## config.mk

```make
export PLATFORM = sky130hd
export DESIGN_NAME = regfile_wr_arbiter
export DESIGN_NICKNAME = d
export VERILOG_FILES = /design/src/rtl/regfile_wr_arbiter.sv
export SDC_FILE = /design/constraint.sdc
export NUM_CORES = 1
export LEC_CHECK = 0
export CORE_MARGIN = 1.5
export CORE_UTILIZATION = 35
export CTS_CLUSTER_DIAMETER = 60
export CTS_CLUSTER_SIZE = 25
export DETAILED_ROUTE_END_ITERATION = 10
export PLACE_DENSITY = 0.78
export SETUP_SLACK_MARGIN = 0.2
export SLEW_MARGIN = 40
export SYNTH_ARGS = -nofsm -noshare
export SYNTH_HDL_FRONTEND = slang
export SYNTH_SLANG_ARGS = --single-unit
```

## constraint.sdc

```tcl
create_clock -name CLK -period 3.4 [get_ports CLK]
set_clock_uncertainty 0.05 [all_clocks]
set_input_delay 0.51 -clock CLK [delete_from_list [all_inputs] [get_ports CLK]]
set_output_delay 0.51 -clock CLK [all_outputs]
set_load 0.01 [all_outputs]
```

## src/rtl/regfile_wr_arbiter.sv

```systemverilog
// Arbitrates the register-file write port between writeback and a parked long-latency result.
// Optional statistics counters are enabled with `define REGFILE_ARB_STATS_EN.
module regfile_wr_arbiter #(
  parameter int SIZE         = 32,
  parameter int AMOUNT_REG   = 4,
  parameter int STARVE_LIMIT = 4
) (
  input  logic                  CLK,
  input  logic                  RST_N,
  input  logic                  WB_WE,
  input  logic [AMOUNT_REG-1:0] WB_ADDR,
  input  logic [SIZE-1:0]       WB_DATA,
  output logic                  STALL_WB,
  input  logic                  LU_VALID,
  output logic                  LU_READY,
  input  logic [AMOUNT_REG-1:0] LU_ADDR,
  input  logic [SIZE-1:0]       LU_DATA,
  output logic                  WE3,
  output logic [AMOUNT_REG-1:0] RA3,
  output logic [SIZE-1:0]       WD3,
  output logic                  PEND_VALID,
  output logic [AMOUNT_REG-1:0] PEND_ADDR,
  output logic                  ERR_R15,
  input  logic                  ERR_CLR,
  output logic [15:0]           STAT_LU_WR,
  output logic [15:0]           STAT_STALL
);

  typedef enum logic {EMPTY = 1'b0, PEND = 1'b1} state_t;

  localparam logic [3:0] STARVE_MAX = 4'(STARVE_LIMIT);

  function automatic logic is_r15(input logic [AMOUNT_REG-1:0] addr);
    return addr == {AMOUNT_REG{1'b1}};
  endfunction

  state_t                state_r, state_nxt_s;
  logic [3:0]            starve_r, starve_nxt_s;
  logic [AMOUNT_REG-1:0] pend_addr_r;
  logic [SIZE-1:0]       pend_data_r;
  logic                  lu_ready_r;
  logic                  err_r;
  logic                  pend_s, wb_req_s;
  logic                  grant_lu_s, grant_wb_s, stall_s, err_set_s;
  logic                  we_s;
  logic [AMOUNT_REG-1:0] ra_s;
  logic [SIZE-1:0]       wd_s;

  // Arbitration between the parked entry and writeback (R15 writeback is simply ignored).
  always_comb begin
    pend_s     = (state_r == PEND);
    wb_req_s   = WB_WE && !is_r15(WB_ADDR);
    grant_lu_s = 1'b0;
    grant_wb_s = 1'b0;
    stall_s    = 1'b0;
    if (pend_s) begin
      if (!wb_req_s) begin
        grant_lu_s = 1'b1;
      end else if ((WB_ADDR == pend_addr_r) || (starve_r == STARVE_MAX)) begin
        grant_lu_s = 1'b1;
        stall_s    = 1'b1;
      end else begin
        grant_wb_s = 1'b1;
      end
    end else begin
      grant_wb_s = wb_req_s;
    end
    err_set_s = grant_lu_s && is_r15(pend_addr_r);
  end

  // Write-port mux; a parked R15 entry is consumed without a write.
  always_comb begin
    we_s = 1'b0;
    ra_s = {AMOUNT_REG{1'b0}};
    wd_s = {SIZE{1'b0}};
    if (!RST_N) begin
      we_s = 1'b0;
    end else if (grant_lu_s && !is_r15(pend_addr_r)) begin
      we_s = 1'b1;
      ra_s = pend_addr_r;
      wd_s = pend_data_r;
    end else if (grant_wb_s) begin
      we_s = 1'b1;
      ra_s = WB_ADDR;
      wd_s = WB_DATA;
    end else begin
      we_s = 1'b0;
    end
  end

  // Next-state and starve-counter logic.
  always_comb begin
    state_nxt_s  = state_r;
    starve_nxt_s = starve_r;
    case (state_r)
      EMPTY: begin
        starve_nxt_s = 4'd0;
        if (LU_VALID) begin
          state_nxt_s = PEND;
        end else begin
          state_nxt_s = EMPTY;
        end
      end
      PEND: begin
        if (grant_lu_s) begin
          state_nxt_s  = EMPTY;
          starve_nxt_s = 4'd0;
        end else if (grant_wb_s && (starve_r != STARVE_MAX)) begin
          starve_nxt_s = starve_r + 4'd1;
        end else begin
          starve_nxt_s = starve_r;
        end
      end
      default: begin
        state_nxt_s  = EMPTY;
        starve_nxt_s = 4'd0;
      end
    endcase
  end

  // State, holding register and ready flag.
  always_ff @(posedge CLK or negedge RST_N) begin
    if (!RST_N) begin
      state_r     <= EMPTY;
      starve_r    <= 4'd0;
      pend_addr_r <= {AMOUNT_REG{1'b0}};
      pend_data_r <= {SIZE{1'b0}};
      lu_ready_r  <= 1'b1;
    end else begin
      state_r    <= state_nxt_s;
      starve_r   <= starve_nxt_s;
      lu_ready_r <= (state_nxt_s == EMPTY);
      if ((state_r == EMPTY) && LU_VALID) begin
        pend_addr_r <= LU_ADDR;
        pend_data_r <= LU_DATA;
      end else begin
        pend_addr_r <= pend_addr_r;
        pend_data_r <= pend_data_r;
      end
    end
  end

  // Sticky R15 error flag; a set in the same cycle as a clear wins.
  always_ff @(posedge CLK or negedge RST_N) begin
    if (!RST_N) begin
      err_r <= 1'b0;
    end else if (err_set_s) begin
      err_r <= 1'b1;
    end else if (ERR_CLR) begin
      err_r <= 1'b0;
    end else begin
      err_r <= err_r;
    end
  end

`ifdef REGFILE_ARB_STATS_EN
  logic [15:0] stat_lu_wr_r, stat_stall_r;

  // Free-running statistics counters, wrapping naturally.
  always_ff @(posedge CLK or negedge RST_N) begin
    if (!RST_N) begin
      stat_lu_wr_r <= 16'd0;
      stat_stall_r <= 16'd0;
    end else begin
      if (grant_lu_s && !is_r15(pend_addr_r)) begin
        stat_lu_wr_r <= stat_lu_wr_r + 16'd1;
      end else begin
        stat_lu_wr_r <= stat_lu_wr_r;
      end
      if (stall_s) begin
        stat_stall_r <= stat_stall_r + 16'd1;
      end else begin
        stat_stall_r <= stat_stall_r;
      end
    end
  end

  assign STAT_LU_WR = stat_lu_wr_r;
  assign STAT_STALL = stat_stall_r;
`else
  assign STAT_LU_WR = 16'd0;
  assign STAT_STALL = 16'd0;
`endif

  assign WE3        = we_s;
  assign RA3        = ra_s;
  assign WD3        = wd_s;
  assign STALL_WB   = stall_s;
  assign LU_READY   = lu_ready_r;
  assign PEND_VALID = pend_s;
  assign PEND_ADDR  = pend_s ? pend_addr_r : {AMOUNT_REG{1'b0}};
  assign ERR_R15    = err_r;

endmodule

```

==> impl_metrics.ini <==
[sta]
rsz0062_at_grt = yes
hold_viol_final = 0
fmax_mhz = 316
fin_crit_ps = 3170
fin_crit_sh = 0.931
finalSetupTns_ps = 0
finalSetupViolCount = 0
slew_headroom = 0.579
slew_viol_final = 0
worst_pin_slew_ps = 631

[clock_network]
clkTransAtPathRegs_ps = 80
clock_path_buffers = 2
root_buffer = clkbuf_8
clock_sinks = 43
clock_latency_ps = 290
cts_buffers = 5
cts_max_level = 2
cts_tree = yes

[setup_path]
crit_slowest_cell = clkdlybuf4s50_1
path_cells = inv_1 -> ha_1 -> nand3b_1 -> o41ai_4 -> buf_4 -> a211oi_4 -> buf_6 -> a22o_1 -> clkdlybuf4s50_1
critPathLaunchType = register
crit_required_ps = 2840
cpPeakStageDelay_ps = 540
cp_max_fo = 19
crit_path_end_kind = primary output
path_buf_inv = 4
arrival_ps = 2610
path_class = register to primary output
critPathTopFamily = buffers and inverters

[floorplan]
dieArea_um2 = 7340
die_w_um = 85.7
core.rowCount = 29
io_pins = 154
start_util = 0.370
die_h_um = 85.7
core_area_um2 = 6460

[run_status]
violations = DRC
status = finished with violations

[power]
seqPwrFrac = 0.407
switchingPower_uw = 522
cellPowerDensity_nw_per_um2 = 486
swShare = 0.282
ir_drop_uv = 224
p_int_mw = 1.33
leakagePower_nw = 1.67
power_mw = 1.85
pwr-share-clk = 0.251
pwr-share-comb = 0.342

[finish]
fin_nets = 410
most-common-layout-cells = clkdlybuf4s50_1 (111), dfrtp_1 (42), a22o_1 (36), mux2_2 (36), conb_1 (32)
syn_to_final_growth_pct = 59.3
diodes = 0
fill_cells = 560
fin_util = 0.590
multiInputGateArea_um2 = 1150
seqCellArea_um2 = 1080
drive_gt1_frac = 0.208
final_common_cell = clkdlybuf4s50_1
final_cell_area_um2 = 3810

[yosys]
synth_area_um2 = 2390
synthArstFlopShare = 1.00
yosys.cell_types.count = 28
postSynthCellCount = 200
synth_edf_count = 0
yosys_warnings = 0
synth.avg_cell_area_um2 = 12.0
ys_seq_elements = 43
yosysSeqAreaShare = 0.451
dominantRegCellSynth = dfrtp_1

[global_route]
antenna_found_initial = 0
first_global_vias = 2083
grt_remaining_overflow = 0
grt_usage = 0.178
grt_pass1_wl_um = 10200
grt_max_degree = 24

[route]
avgRoutedWirePerCell_um = 15.4
vias = 2005
detail_route.first_pass.iterations = 9
vias_per_cell = 4.90
drt_iter0_markers = 72
routed_wl_um = 6300
postRouteAntennaNets = 0
drc = 12

[hold_path]
hp-class = register to register

[placement]
gp_congestion = 0.756
dp_hpwl_um = 4630
postPlaceCellArea_um2 = 3600
numPortBuffers = 121

[flow_run]
maxCapViolCount = 0
[final cells by class]
type | instances | share of cell area
repair buffers | 138 | 0.351
multi-input cells | 139 | 0.302
flip-flops and latches | 43 | 0.283
well taps | 77 | 0.0253
clock buffers | 6 | 0.0190
clock inverters | 2 | 0.0158
inverters | 4 | 0.00394
[cell usage after synthesis, drive strengths merged, types with 2 or more instances]
cell | instances | share of area
buf | 42 | 0.12
dfrtp | 42 | 0.44
a22o | 36 | 0.13
mux2 | 36 | 0.17
xor2 | 5 | 0.018
and2 | 4 | 0.010
and3 | 4 | 0.010
inv | 4 | 0.0063
nand2 | 4 | 0.0063
clkbuf | 3 | 0.0063
a21o | 2 | 0.0063
a21oi | 2 | 0.0042
ha | 2 | 0.010
nand4 | 2 | 0.0052
nor2 | 2 | 0.0031
[worst register-to-register path, stage by stage, from the launching register on]
cell	delay (ps)
dfrtp_1	620
nor2b_4	320
buf_4	330
mux2_2	380
[power groups by stage]
stage	sequential, mW	clock [mW]	combinational (mW)
4_1_cts	0.755	0.477	0.639
3_3_place_gp	0.753	0	0.609
5_1_grt	0.773	0.500	0.685
6_report	0.754	0.466	0.633
2_1_floorplan	0.718	0	0.366
3_5_place_dp	0.759	0	0.621
[state kept, by name, summed over array words and instances, names as in the netlist]
register     count
PEND_VALID       1
pend_addr_r      4
pend_data_r     32
starve_r         4
LU_READY         1
ERR_R15          1
[metal layers]
layer	up-vias	GRT usage	part of all wire
met2	97	0.309	0.50
li1	919	-	-
met3	4	0.0481	0.075
met5	-	0	0
met1	985	0.220	0.41
met4	0	0.0411	0.0081
[repair_timing]
item | in CTS | in global routing
setup buffers | 2 | 0
hold buffers | 1 | 0
setup endpoints to repair | 36 | 31
hold endpoints to repair | 1 | 0
cloned | 3 | 0
resized for setup | 19 | 1
[path summary, 6_finish.rpt]
| kind | to | depth (start not counted) | startpoint | slack, ps |
|---|---|---|---|---|
| setup / recovery | WD3[20] | 9 | starve_r[0]$_DFFE_PN0P_ | 230 |
| min in group asynchronous | ERR_R15$_DFFE_PN0P_ | 2 | RST_N | 530 |
| hold reg to reg | pend_data_r[10]$_DFFE_PN0P_ | 1 | pend_data_r[10]$_DFFE_PN0P_ | 460 |
| setup reg to reg | pend_data_r[5]$_DFFE_PN0P_ | 3 | PEND_VALID$_DFF_PN0_ | 1590 |
| hold / removal | pend_data_r[10]$_DFFE_PN0P_ | 1 | pend_data_r[10]$_DFFE_PN0P_ | 460 |
| max in group asynchronous | pend_data_r[7]$_DFFE_PN0P_ | 3 | RST_N | 2260 |
[kinds of logic (layout without fill, tap and decap cells)]
group,after synthesis,in the layout,share of synthesized area
and+or+nand+nor,19,19,0.0434
DFF,43,43,0.451
buffers and inverters,49,150,0.136
xor gates and xnor gates,6,6,0.0220
AOI/OAI and AO/OA,44,44,0.166
other,1,32,0.00157
muxes,36,36,0.170
adders and majority gates,2,2,0.0105
[per-stage QoR]
step                hold slack [ps]  cells  setup slack (ps)
global route                    485    409              94.6
floorplan                       164    231               998
detailed placement              279    395              45.5
finish                          464    409               234
global placement                273    395              71.4
CTS                             467    409               216
Power figures use the tool's default switching activity.
